**src/rtl/key_command_queue_pkg.sv**
```systemverilog
// Command codes, mapped ASCII keys and the byte-to-command decoder shared by the
// key command queue and its FIFO.
package key_cmd_pkg;

    localparam logic [3:0] CMD_NONE    = 4'd0;
    localparam logic [3:0] CMD_UP      = 4'd1;
    localparam logic [3:0] CMD_DOWN    = 4'd2;
    localparam logic [3:0] CMD_LEFT    = 4'd3;
    localparam logic [3:0] CMD_RIGHT   = 4'd4;
    localparam logic [3:0] CMD_CONFIRM = 4'd5;
    localparam logic [3:0] CMD_CANCEL  = 4'd6;

    localparam logic [7:0] KEY_W_LO  = 8'h77;
    localparam logic [7:0] KEY_W_UP  = 8'h57;
    localparam logic [7:0] KEY_S_LO  = 8'h73;
    localparam logic [7:0] KEY_S_UP  = 8'h53;
    localparam logic [7:0] KEY_A_LO  = 8'h61;
    localparam logic [7:0] KEY_A_UP  = 8'h41;
    localparam logic [7:0] KEY_D_LO  = 8'h64;
    localparam logic [7:0] KEY_D_UP  = 8'h44;
    localparam logic [7:0] KEY_X_LO  = 8'h78;
    localparam logic [7:0] KEY_X_UP  = 8'h58;
    localparam logic [7:0] KEY_SPACE = 8'h20;
    localparam logic [7:0] KEY_CR    = 8'h0D;
    localparam logic [7:0] KEY_ESC   = 8'h1B;

    // One queue entry is {code, raw byte}
    localparam int ENTRY_W = 12;

    function automatic logic [3:0] decode_key(input logic [7:0] key);
        logic [3:0] code;
        case (key)
            KEY_W_LO, KEY_W_UP:           code = CMD_UP;
            KEY_S_LO, KEY_S_UP:           code = CMD_DOWN;
            KEY_A_LO, KEY_A_UP:           code = CMD_LEFT;
            KEY_D_LO, KEY_D_UP:           code = CMD_RIGHT;
            KEY_SPACE, KEY_CR:            code = CMD_CONFIRM;
            KEY_X_LO, KEY_X_UP, KEY_ESC:  code = CMD_CANCEL;
            default:                      code = CMD_NONE;
        endcase
        return code;
    endfunction

endpackage

```
**src/rtl/key_command_queue_if.sv**
```systemverilog
// UART-byte input side and Machine-facing command handshake of the key command queue.
interface key_command_queue_if #(
    parameter int DEPTH = 4
);
    logic [7:0]             rx_data;
    logic                   rx_valid;
    logic                   cmd_ready;
    logic                   cmd_valid;
    logic [3:0]             cmd_code;
    logic [7:0]             cmd_key;
    logic [$clog2(DEPTH):0] level;
    logic                   overflow;

    modport master (
        output rx_data, rx_valid, cmd_ready,
        input  cmd_valid, cmd_code, cmd_key, level, overflow
    );

    modport slave (
        input  rx_data, rx_valid, cmd_ready,
        output cmd_valid, cmd_code, cmd_key, level, overflow
    );
endinterface

```
**src/rtl/key_command_queue_cmd_fifo.sv**
```systemverilog
// Synchronous FIFO with a registered show-ahead head: rdata always holds the
// oldest entry and keeps its last value once the FIFO drains.
module cmd_fifo #(
    parameter int DEPTH = 4,
    parameter int WIDTH = 12
) (
    input  logic                   clk,
    input  logic                   reset,
    input  logic                   push,
    input  logic                   pop,
    input  logic [WIDTH-1:0]       wdata,
    output logic [WIDTH-1:0]       rdata,
    output logic                   full,
    output logic                   empty,
    output logic [$clog2(DEPTH):0] level
);
    localparam int PTR_W = $clog2(DEPTH);
    localparam int LVL_W = PTR_W + 1;
    localparam logic [PTR_W-1:0] PTR_ONE  = PTR_W'(1);
    localparam logic [LVL_W-1:0] LVL_ONE  = LVL_W'(1);
    localparam logic [LVL_W-1:0] LVL_FULL = LVL_W'(DEPTH);

    logic [WIDTH-1:0] mem [DEPTH];
    logic [PTR_W-1:0] wrPtr, rdPtr, rdPtrNext;
    logic [LVL_W-1:0] count, countNext;
    logic [WIDTH-1:0] headNext;
    logic             doPush, doPop, headIsNew;

    assign full  = (count == LVL_FULL);
    assign empty = (count == '0);
    assign level = count;

    always_comb begin
        doPop     = pop && !empty;
        doPush    = push && (!full || doPop);
        rdPtrNext = doPop ? rdPtr + PTR_ONE : rdPtr;
        case ({doPush, doPop})
            2'b10:   countNext = count + LVL_ONE;
            2'b01:   countNext = count - LVL_ONE;
            default: countNext = count;
        endcase
        // The entry being written becomes the head when nothing older survives this edge
        headIsNew = doPush && (empty || (count == LVL_ONE && doPop));
        headNext  = headIsNew ? wdata : mem[rdPtrNext];
    end

    always_ff @(posedge clk) begin
        if (doPush) begin
            mem[wrPtr] <= wdata;
        end
    end

    always_ff @(posedge clk) begin
        if (reset) begin
            wrPtr <= '0;
            rdPtr <= '0;
            count <= '0;
            rdata <= '0;
        end else begin
            if (doPush) begin
                wrPtr <= wrPtr + PTR_ONE;
            end
            rdPtr <= rdPtrNext;
            count <= countNext;
            if (countNext != '0) begin
                rdata <= headNext;
            end
        end
    end
endmodule

```
**src/rtl/key_command_queue.sv**
```systemverilog
// Decodes UART bytes into game commands and queues them for the Machine FSM.
// Optional repeat filter enabled by defining KEY_CMD_REPEAT_FILTER_EN.
module key_command_queue
    import key_cmd_pkg::*;
#(
    parameter int DEPTH          = 4,
    parameter int HOLDOFF_CYCLES = 10_000_000
) (
    input  logic                clk,
    input  logic                reset,
    key_command_queue_if.slave  bus
);
    logic [3:0]         keyCode;
    logic               recognised, filtered, fifoFull, fifoEmpty;
    logic               pushReq, popReq;
    logic [ENTRY_W-1:0] headEntry;

    assign keyCode    = decode_key(bus.rx_data);
    assign recognised = bus.rx_valid && (keyCode != CMD_NONE);
    assign popReq     = !fifoEmpty && bus.cmd_ready;
    assign pushReq    = recognised && !filtered && (!fifoFull || popReq);

`ifdef KEY_CMD_REPEAT_FILTER_EN
    logic [31:0] holdCnt;
    logic [3:0]  lastCode;

    assign filtered = (keyCode == lastCode) && (holdCnt != 32'd0);

    // Only accepted pushes restart the window; dropped or filtered keys leave it alone
    always_ff @(posedge clk) begin
        if (reset) begin
            holdCnt  <= 32'd0;
            lastCode <= CMD_NONE;
        end else if (pushReq) begin
            holdCnt  <= 32'(HOLDOFF_CYCLES);
            lastCode <= keyCode;
        end else if (holdCnt != 32'd0) begin
            holdCnt  <= holdCnt - 32'd1;
        end
    end
`else
    assign filtered = 1'b0;
`endif

    always_ff @(posedge clk) begin
        if (reset) begin
            bus.overflow <= 1'b0;
        end else if (recognised && !filtered && fifoFull && !popReq) begin
            bus.overflow <= 1'b1;
        end
    end

    cmd_fifo #(
        .DEPTH (DEPTH),
        .WIDTH (ENTRY_W)
    ) u_fifo (
        .clk   (clk),
        .reset (reset),
        .push  (pushReq),
        .pop   (popReq),
        .wdata ({keyCode, bus.rx_data}),
        .rdata (headEntry),
        .full  (fifoFull),
        .empty (fifoEmpty),
        .level (bus.level)
    );

    assign bus.cmd_valid = !fifoEmpty;
    assign bus.cmd_code  = headEntry[11:8];
    assign bus.cmd_key   = headEntry[7:0];
endmodule

```
**src/flat_wrapper.sv**
```systemverilog
// flat-port wrapper written by rule: the top's interface ports become plain ports
module key_command_queue_flat import key_cmd_pkg::*;
#(
    parameter int DEPTH          = 4,
    parameter int HOLDOFF_CYCLES = 10_000_000
)
  (clk, reset, bus_rx_data, bus_rx_valid, bus_cmd_ready, bus_cmd_valid, bus_cmd_code, bus_cmd_key, bus_level, bus_overflow);
  key_command_queue_if #(.DEPTH(DEPTH)) bus_i ();
  input  logic clk;
  input  logic reset;
  input wire logic [$bits(bus_i.rx_data)-1:0] bus_rx_data;
  input wire logic [$bits(bus_i.rx_valid)-1:0] bus_rx_valid;
  input wire logic [$bits(bus_i.cmd_ready)-1:0] bus_cmd_ready;
  output wire logic [$bits(bus_i.cmd_valid)-1:0] bus_cmd_valid;
  output wire logic [$bits(bus_i.cmd_code)-1:0] bus_cmd_code;
  output wire logic [$bits(bus_i.cmd_key)-1:0] bus_cmd_key;
  output wire logic [$bits(bus_i.level)-1:0] bus_level;
  output wire logic [$bits(bus_i.overflow)-1:0] bus_overflow;
  assign bus_i.rx_data = bus_rx_data;
  assign bus_i.rx_valid = bus_rx_valid;
  assign bus_i.cmd_ready = bus_cmd_ready;
  assign bus_cmd_valid = bus_i.cmd_valid;
  assign bus_cmd_code = bus_i.cmd_code;
  assign bus_cmd_key = bus_i.cmd_key;
  assign bus_level = bus_i.level;
  assign bus_overflow = bus_i.overflow;
  key_command_queue #(.DEPTH(DEPTH), .HOLDOFF_CYCLES(HOLDOFF_CYCLES)) u_core (.clk(clk), .reset(reset), .bus(bus_i));
endmodule
```
**config.mk**
```make
export PLATFORM = sky130hd
export DESIGN_NAME = key_command_queue_flat
export DESIGN_NICKNAME = d
export VERILOG_FILES = /design/src/rtl/key_command_queue_pkg.sv /design/src/rtl/key_command_queue_if.sv /design/src/rtl/key_command_queue_cmd_fifo.sv /design/src/rtl/key_command_queue.sv /design/src/flat_wrapper.sv
export SDC_FILE = /design/constraint.sdc
export NUM_CORES = 1
export LEC_CHECK = 0
export CAP_MARGIN = 40
export CORE_MARGIN = 2
export CORE_UTILIZATION = 30
export CTS_CLUSTER_SIZE = 40
export DETAILED_ROUTE_END_ITERATION = 10
export GPL_TIMING_DRIVEN = 0
export PLACE_DENSITY_LB_ADDON = 0.05
export REMOVE_ABC_BUFFERS = 1
export SYNTH_ARGS = -nofsm -noshare
export SYNTH_HDL_FRONTEND = slang
export SYNTH_SLANG_ARGS = --single-unit
export TNS_END_PERCENT = 1
```
**constraint.sdc**
```tcl
create_clock -name clk -period 9.05 [get_ports clk]
set_input_delay 1.81 -clock clk [delete_from_list [all_inputs] [get_ports clk]]
set_output_delay 1.81 -clock clk [all_outputs]
set_load 0.05 [all_outputs]
```
==> results of run 1 <==
layer usage:
layer,up-vias,global-route usage (%)
li1,1046,-
met1,1138,19.6
met2,41,23.9
met3,9,3.56
met4,0,4.61
met5,-,0
placed cells by master (no fill, tap or decap), types with 8 or more instances in the layout:
cell type / instances
ha_1: 10
mux2i_1: 9
nand3b_1: 9
edfxtp_1: 44
mux4_2: 19
clkbuf_8: 9
clkdlybuf4s50_1: 27
a21oi_1: 8
dfxtp_1: 19
inv_1: 17
nor2_1: 9
nand2_1: 8
stage by stage:
| step | util [%] | cells | total power [W] | hold slack (ns) | worst slack, ns |
|---|---|---|---|---|---|
| 6_report | 36.6 | 425 | 0.000619 | 0.476 | 2.90 |
| 3_5_place_dp | 34.9 | 409 | 0.000393 | 0.470 | 2.44 |
| 3_3_place_gp | 34.3 | 406 | 0.000391 | 0.456 | 1.33 |
| 2_1_floorplan | - | 239 | 0.000362 | 0.478 | 3.61 |
| 4_1_cts | 36.6 | 425 | 0.000632 | 0.484 | 2.81 |
| 5_1_grt | 36.6 | 425 | 0.000650 | 0.497 | 2.51 |
registers in the layout, indices dropped and copies added (netlist names):
signal / cells
u_core.u_fifo.mem: 44
u_core.bus.overflow: 1
u_core.u_fifo.rdata: 11
u_core.u_fifo.level: 3
u_core.u_fifo.wrPtr: 2
u_core.u_fifo.rdPtr: 2
area by class of cell:
type / count / area [µm²] / share of cell area [%]
Clock buffer: 11 / 131 / 3.31
Clock inverter: 5 / 48.8 / 1.23
Inverter: 18 / 67.6 / 1.70
Multi-Input combinational cell: 158 / 1510 / 38.1
Sequential cell: 63 / 1700 / 42.9
Tap cell: 140 / 175 / 4.42
Timing Repair Buffer: 30 / 333 / 8.39
where the power goes:
part / switching, W / internal (W)
combinational: 0.0000445 / 0.0000268
sequential: 0.00000288 / 0.000312
clock: 0.000108 / 0.000125
cells by family (layout without fill, tap and decap cells):
logic type,Yosys count,count (layout),synth area share (%)
buf+inv,32,64,4.01
fa+ha+maj,10,10,3.75
other cells,1,1,0.112
flops,63,63,51.0
mux,29,29,15.8
simple gates,67,67,13.1
xor+xnor,2,2,0.525
compound gates,49,49,11.7
worst max-delay path, delay by kind of cell:
kind / cells / cell delay (ns)
AOI/OAI and AO/OA: 6 / 2.13
adders and majority gates: 1 / 0.41
buffers and inverters: 3 / 1.02
and+or+nand+nor: 3 / 0.98
final timing paths:
check / start / endpoint / slack (ns)
worst min register to register: u_core.u_fifo.rdata[10] / u_core.u_fifo.rdata[10] / 0.48
worst max-delay path: bus_rx_data[3] / u_core.u_fifo.rdata[8] / 2.90
worst min-delay path: u_core.u_fifo.rdata[10] / u_core.u_fifo.rdata[10] / 0.48
worst max register to register: u_core.u_fifo.level[0] / u_core.u_fifo.rdata[8] / 3.89
==> results.yml, run 1 <==
clocking:
  clock_path_buffers: 2
  cts_sinks: 63
  post_cts_buffers: 0
  cts_buffers: 9
  cts_tree: "yes"
  ctsHoldBuffers: 0
  clk_latency_ns: 0.34
  postCtsResizedCells: 0
  clk_pin_slew_ns: 0.07
  cts_root_buf: "clkbuf_8"
  cts_max_level: 3
hold_path:
  hold_class: "reg2reg"
  min_path_cells: 2
place:
  numPortBuffers: 27
  placed_cell_area_um2: 3790
  dp.final_hpwl_um: 5410
  place_congestion: 0.808
yosys:
  synth.top_cell.area_share_pct: 39.6
  synth_cells: 253
  synth_commonest_cells: "edfxtp_1 (44), dfxtp_1 (19), mux4_2 (19), inv_1 (17)"
  synth-seq-cells: 63
  synth_area_um2: 3340
  ys_async_sr_fraction_pct: 0
  synthFlopType: "edfxtp_1"
  ys_top_cells_by_area: "edfxtp_1 (40%), mux4_2 (13%), dfxtp_1 (11%), ha_1 (3.7%), o221ai_2 (3.1%)"
  synth_cell_types: 55
  synth_top_area_cell: "edfxtp_1"
  synth_edf_count: 44
  ys_seq_area_share_pct: 51.0
  yosysMostFrequentCell: "edfxtp_1"
  ys_warn_count: 0
  synth.avg_cell_area_um2: 13.2
timing:
  worst_slew_pin_slew_ns: 0.809
  rsz0062_at_grt: "no"
  fin_crit_ns: 6.15
  hold_violations: 0
  relSlewSlack_pct: 46.0
  report.final.slew_viol_count: 0
  fin_tns_setup_ns: 0
  fmax_mhz: 163
  fin_skew_ns: 0.0143
  finalSetupViolCount: 0
  finalCritPeriodShare_pct: 68.0
worst_setup_path:
  critPathMaxFanout: 13
  rr_worst_depth: 13
  cp-start-kind: "input port"
  slowest_stage: "clkdlybuf4s50_1"
  required_ns: 9.25
  path_class: "in2reg"
  end_kind: "register"
  cp_cell_sequence: "clkdlybuf4s50_1 -> or4b_1 -> a211o_1 -> o211a_2 -> nor2_1 -> inv_1 -> ha_1 -> and2_0 -> a311o_1 -> a221oi_2 -> buf_4 -> a211o_1 -> o211ai_1"
  crit_top_cell: "a211o_1"
  crit_arrival_ns: 6.35
  critPathMaxStageDelay_ns: 0.64
global_routing:
  grt-ovfl-total: 0
  grtUsageTotal_pct: 14.8
  grt_pass1_vias: 2239
  grt_max_degree: 20
  antenna_found_initial: 0
  grt_first_pass_wirelength_um: 12800
die:
  io_pins: 29
  dieArea_um2: 12000
  die_w_um: 110
  die_y_um: 110
  rows: 38
  start_util_pct: 30.8
  coreArea_um2: 10800
routing:
  ant_nets: 0
  vias: 2234
  topRoutingLayerUsed: "met4"
  vias_per_cell: 5.26
  post_drt_wl_per_cell_um: 19.1
  dr.pass1.iters: 4
  drtIter0Drc: 153
  wl_um: 8140
  met2WireLength_um: 3930
  met3_length_um: 294
  met1_length_um: 3810
  drc: 0
run_status:
  outcome: "complete, no violations"
finish:
  area_delta_synth_final_pct: 18.8
  design_area_um2: 3970
  drive_above_1_share_pct: 17.5
  nNetsFinal: 302
  antenna_cells: 0
  fillers: 1087
pwr:
  leakage_nw: 1.35
  p_per_area_nw_per_um2: 156
  vdd_drop_max_mv: 0.0659
flow_run:
  drv_cap: 0
(Power assumes the default switching activity.)
==> run 2: changes to the inputs <==
==> constraint.sdc (replaced) <==
create_clock -name clk -period 5 [get_ports clk]
set_input_delay 1 -clock clk [delete_from_list [all_inputs] [get_ports clk]]
set_output_delay 1 -clock clk [all_outputs]
set_load 0.05 [all_outputs]
==> run 2 against run 1 <==
Effect of this change: total power grew 82%; clock skew is essentially flat; hold slack is essentially flat; sequential power grew 81%; routed wire length grew 1.1%; register-to-register slack lost 3.4 ns; cell area grew 0.82%; critical path type unchanged; largest cell class unchanged; highest routed layer unchanged.
==> results.yml, run 2 (synthesized netlist as in run 1, its figures left out) <==
run_status:
  outcome: "complete, no violations"
worst_setup_path:
  cp-start-kind: "input port"
  r2r-end: "u_core.u_fifo.rdata[1]"
  end_kind: "register"
  reg2reg_from: "u_core.u_fifo.level[0]"
  endpoint: "u_core.u_fifo.rdata[1]"
  critPathMaxFanout: 11
  required_ns: 5.25
  path_class: "in2reg"
  crit_arrival_ns: 4.88
  rr_worst_depth: 13
  setup.worst_path.start: "bus_rx_data[0]"
  r2r_slack_ns: 0.50
place:
  place_ws_ns: -0.796
  numPortBuffers: 27
  dp.final_hpwl_um: 5410
  place_congestion: 0.808
global_routing:
  antenna_found_initial: 0
  grt_max_degree: 20
  grt_first_pass_wirelength_um: 12900
  grt_pass1_vias: 2246
  grtUsageTotal_pct: 14.9
  grt-ovfl-total: 0
timing:
  finalCritPeriodShare_pct: 92.5
  worst_slew_pin_slew_ns: 0.805
  report.final.slew_viol_count: 0
  finalSetupViolCount: 0
  relSlewSlack_pct: 46.2
  holdWs_ns: 0.476
  rsz0062_at_grt: "no"
  setup_slack_ns: 0.374
  hold_violations: 0
  fmax_mhz: 216
  fin_skew_ns: 0.0145
  fin_crit_ns: 4.63
finish:
  nNetsFinal: 303
  top_register: "u_core.u_fifo.mem"
  final_common_cell: "edfxtp_1"
  antenna_cells: 0
  layout_common_cells: "edfxtp_1 (44), clkdlybuf4s50_1 (25), mux4_2 (19), dfxtp_1 (19), inv_1 (17)"
  largest_reg_flops: 44
  drive_above_1_share_pct: 18.2
  area_delta_synth_final_pct: 19.8
pwr:
  power.switching_w: 0.000283
  vdd_drop_max_mv: 0.120
  p_per_area_nw_per_um2: 281
  p_seq_share_pct: 50.7
  intPower_w: 0.000842
  switching_share_pct: 25.2
  leakage_nw: 1.38
  pwr-share-comb_pct: 11.8
  clkPwrFrac_pct: 37.5
clocking:
  ctsHoldBuffers: 0
  cts_tree: "yes"
  cts_sinks: 63
  cts_max_level: 3
  cts_root_buf: "clkbuf_8"
  cts_buffers: 9
  clk_pin_slew_ns: 0.07
  clk_latency_ns: 0.34
  clock_path_buffers: 2
hold_path:
  hold_class: "reg2reg"
die:
  die_w_um: 110
  start_util_pct: 30.8
  io_pins: 29
  dieArea_um2: 12000
  coreArea_um2: 10800
  rows: 38
  die_y_um: 110
routing:
  vias_per_cell: 5.28
  post_drt_wl_per_cell_um: 19.3
  drtIter0Drc: 117
  ant_nets: 0
  dr.pass1.iters: 4
  drc: 0
  wl_um: 8230
  vias: 2250
flow_run:
  drv_cap: 0
run 2: cell count changes in the layout (fill, tap and decap cells not counted), sizes merged:
cell,delta
buf,+1
clkdlybuf4s50,-2
dlymetal6s2s,+2
run 2: per-layer routing:
metal | GRT usage, % | share of wire [%]
met1 | 19.8 | 47
met3 | 3.56 | 3.4
met5 | 0 | 0
met2 | 24.0 | 49
met4 | 4.61 | 0.45
run 2: repair_timing:
item / CTS / global route
setup buffers: 1 / 0
gates resized for setup: 2 / 3
setup endpoints to repair: 10 / 2
run 2: through the flow:
stage	setup TNS, ns	area [µm²]	std cells	total power [W]	util, %
floorplan	0	3270	239	0.000655	-
global placement	-20.20	3720	406	0.000708	34.3
detailed placement	-7.48	3790	409	0.000712	34.9
CTS	0	3990	426	0.00115	36.8
global route	0	4000	426	0.00118	36.9
finish	0	4000	426	0.00112	36.9
run 2: worst max-delay path: stages:
cell             delay, ns
clkdlybuf4s50_1       0.58
or4b_1                0.58
a211o_1               0.34
o211a_2               0.20
nor2_1                0.22
inv_1                 0.07
ha_1                  0.44
nor4bb_1              0.09
a31oi_1               0.28
a221oi_4              0.12
buf_4                 0.20
or4_4                 0.55
o221ai_2              0.19
run 2: worst min path at each step:
stage,cells after the start,slack [ns],from,end
global placement,2,0.46,u_core.bus.overflow,u_core.bus.overflow
detailed placement,2,0.47,u_core.u_fifo.rdata[7],u_core.u_fifo.rdata[7]
finish,2,0.48,u_core.u_fifo.rdata[10],u_core.u_fifo.rdata[10]
global route,2,0.50,u_core.u_fifo.rdata[9],u_core.u_fifo.rdata[9]
CTS,2,0.48,u_core.u_fifo.rdata[7],u_core.u_fifo.rdata[7]
floorplan,2,0.48,u_core.u_fifo.wrPtr[0],u_core.u_fifo.wrPtr[0]
run 2: final cells by class:
| type | count | area, µm² |
|---|---|---|
| Sequential cell | 63 | 1700 |
| Fill cell | 1083 | 6840 |
| Timing Repair Buffer | 31 | 345 |
| Multi-Input combinational cell | 158 | 1530 |
| Tap cell | 140 | 175 |
| Clock inverter | 5 | 48.8 |
| Inverter | 18 | 67.6 |
| Clock buffer | 11 | 131 |
run 2: power by group through the flow:
stage          Clock (W)  Combinational [W]  Sequential, W
2_1_floorplan          0          0.0000504       0.000604
3_3_place_gp           0           0.000126       0.000581
3_5_place_dp           0           0.000131       0.000581
4_1_cts         0.000443           0.000134       0.000570
5_1_grt         0.000467           0.000143       0.000571
6_report        0.000422           0.000133       0.000570
==> run 3: changes to the inputs <==
--- a/config.mk
+++ b/config.mk
@@ -6,7 +6,6 @@
 export NUM_CORES = 1
 export LEC_CHECK = 0
 export CAP_MARGIN = 40
-export CORE_MARGIN = 2
 export CORE_UTILIZATION = 30
 export CTS_CLUSTER_SIZE = 40
 export DETAILED_ROUTE_END_ITERATION = 10
==> run 3 against run 2 <==
Effect of this change: clock-buffer cell count is 2 lower; final cell count is 0.23% higher; global-route usage is 0.65 points higher; cell area is 0.97% higher; flip-flop and latch count stayed put; critical endpoint is now u_core.u_fifo.rdata[2]; largest cell class unchanged; largest power group unchanged; highest routed layer unchanged.
==> results.yml, run 3 (synthesized netlist as in run 1, its figures left out) <==
die:
  dieArea_um2: 11600
  start_util_pct: 30.8
  die_w_um: 108
  coreArea_um2: 10800
  io_pins: 29
  die_y_um: 108
  rows: 38
worst_setup_path:
  critPathMaxStageDelay_ns: 0.60
  critPathMaxFanout: 11
  slowest_stage: "clkdlybuf4s50_1"
  crit_cells: 13
  critPathTopFamily: "compound AO/OA/AOI/OAI gates"
  rr_worst_depth: 13
  path_class: "in2reg"
  critical_path_buf_inv_count: 3
  cp-start-kind: "input port"
  r2r_slack_ns: 0.88
  end_kind: "register"
  required_ns: 5.22
  endpoint: "u_core.u_fifo.rdata[2]"
  reg2reg_from: "u_core.u_fifo.level[0]"
  r2r-end: "u_core.u_fifo.rdata[2]"
  setup.worst_path.start: "bus_rx_data[0]"
  crit_arrival_ns: 4.88
  cp_cell_sequence: "clkdlybuf4s50_1 -> or4b_1 -> a211o_1 -> o211a_2 -> nor2_1 -> inv_1 -> ha_1 -> and2_0 -> a311o_1 -> a221oi_4 -> buf_4 -> or4_4 -> o221ai_2"
routing:
  vias: 2214
  drtIter0Drc: 116
  vias_per_cell: 5.19
  dr.pass1.iters: 4
  drc: 0
  wl_um: 7990
  post_drt_wl_per_cell_um: 18.7
  ant_nets: 0
finish:
  top_register: "u_core.u_fifo.mem"
  nNetsFinal: 304
  antenna_cells: 0
  layout_common_cells: "edfxtp_1 (44), clkdlybuf4s50_1 (25), mux4_2 (19), dfxtp_1 (19), inv_1 (17)"
  fin_util_pct: 37.3
  area_delta_synth_final_pct: 20.9
  drive_above_1_share_pct: 19.9
  largest_reg_flops: 44
  final_common_cell: "edfxtp_1"
  fillers: 1070
clocking:
  clk_pin_slew_ns: 0.08
  cts_tree: "yes"
  clock_path_buffers: 2
  cts_sinks: 63
  cts_buffers: 9
  clk_latency_ns: 0.34
  cts_max_level: 3
  cts_root_buf: "clkbuf_8"
global_routing:
  antenna_found_initial: 0
  grt-ovfl-total: 0
  grt_max_degree: 22
  grt_first_pass_wirelength_um: 13000
  grtUsageTotal_pct: 15.5
  grt_pass1_vias: 2284
timing:
  fin_tns_setup_ns: 0
  fin_skew_ns: 0.00928
  report.final.slew_viol_count: 0
  finalSetupViolCount: 0
  finalCritPeriodShare_pct: 93.2
  fmax_mhz: 214
  worst_slew_pin_slew_ns: 0.709
  fin_crit_ns: 4.66
  hold_violations: 0
  relSlewSlack_pct: 52.8
  rsz0062_at_grt: "no"
pwr:
  pwr-share-comb_pct: 11.1
  vdd_drop_max_mv: 0.114
  p_per_area_nw_per_um2: 297
  clkPwrFrac_pct: 41.4
  intPower_w: 0.000897
  power.switching_w: 0.000303
  p_seq_share_pct: 47.4
  leakage_nw: 1.39
  switching_share_pct: 25.3
hold_path:
  hold_class: "reg2reg"
  worstHoldStart: "u_core.u_fifo.rdata[10]"
place:
  numPortBuffers: 27
  place_congestion: 0.750
  dp.final_hpwl_um: 5320
run_status:
  outcome: "complete, no violations"
flow_run:
  drv_cap: 0
==> run 3: cell types whose count changed in the layout (fill, tap and decap cells not counted), moves of 2 or more <==
cell,change
clkinv_2,-2
clkbuf_1,-2
clkinv_4,+2
clkinvlp_4,+2
==> run 3: final cells by class <==
| class | count | area [µm²] | area share [%] |
|---|---|---|---|
| inverter | 18 | 67.6 | 1.67 |
| timing repair buffer | 32 | 340 | 8.43 |
| sequential | 63 | 1700 | 42.1 |
| multi-input combinational | 158 | 1530 | 37.9 |
| clock buffer | 9 | 124 | 3.07 |
| clock inverter | 7 | 97.6 | 2.42 |
| tap | 140 | 175 | 4.34 |
==> run 3: timing repair <==
| action | CTS | global route |
|---|---|---|
| buffers inserted | 0 | 2 |
| hold buffers | 0 | 0 |
| setup endpoints to repair | 9 | 10 |
| pin swaps | 0 | 0 |
| gates resized for setup | 2 | 4 |
==> run 3: worst reg2reg max path, cell delays in order (launching register included) <==
cell      delay [ns]
dfxtp_1         0.39
inv_1           0.13
ha_1            0.24
nor2b_1         0.29
inv_2           0.13
nand2_2         0.38
inv_1           0.42
ha_1            0.57
nor2_1          0.10
a311o_1         0.41
a221oi_4        0.30
buf_4           0.25
or4_4           0.26
o221ai_2        0.11
==> run 3: worst min-delay path by stage <==
stage	end	slack, ns	depth (start not counted)
detailed placement	u_core.bus.overflow	0.47	2
global route	u_core.u_fifo.rdata[10]	0.51	2
global placement	u_core.bus.overflow	0.46	2
floorplan	u_core.u_fifo.wrPtr[0]	0.48	2
finish	u_core.u_fifo.rdata[10]	0.47	2
CTS	u_core.u_fifo.rdata[10]	0.48	2
==> run 3: per-layer routing <==
layer	global-route usage [%]	wire [µm]	up-vias
met3	2.60	207	10
met2	25.0	3800	38
li1	-	-	1052
met4	6.46	106	0
met5	0	0	-
met1	20.7	3870	1114
==> run 3: stage by stage <==
stage          setup WS (ns)  cells  power [W]  instance area (µm²)  hold WS (ns)
2_1_floorplan          0.182    239   0.000655                 3270         0.478
3_3_place_gp           -1.90    406   0.000707                 3720         0.455
3_5_place_dp          -0.721    409   0.000711                 3770         0.467
4_1_cts               0.0366    425    0.00122                 4010         0.484
5_1_grt               0.0796    427    0.00126                 4040         0.507
6_report               0.338    427    0.00120                 4040         0.473
==> run 3: power groups by stage <==
stage	sequential [W]	clock, W	combinational (W)
2_1_floorplan	0.000604	0	0.0000504
5_1_grt	0.000570	0.000543	0.000144
3_5_place_dp	0.000581	0	0.000130
3_3_place_gp	0.000581	0	0.000126
4_1_cts	0.000569	0.000515	0.000132
6_report	0.000569	0.000497	0.000133
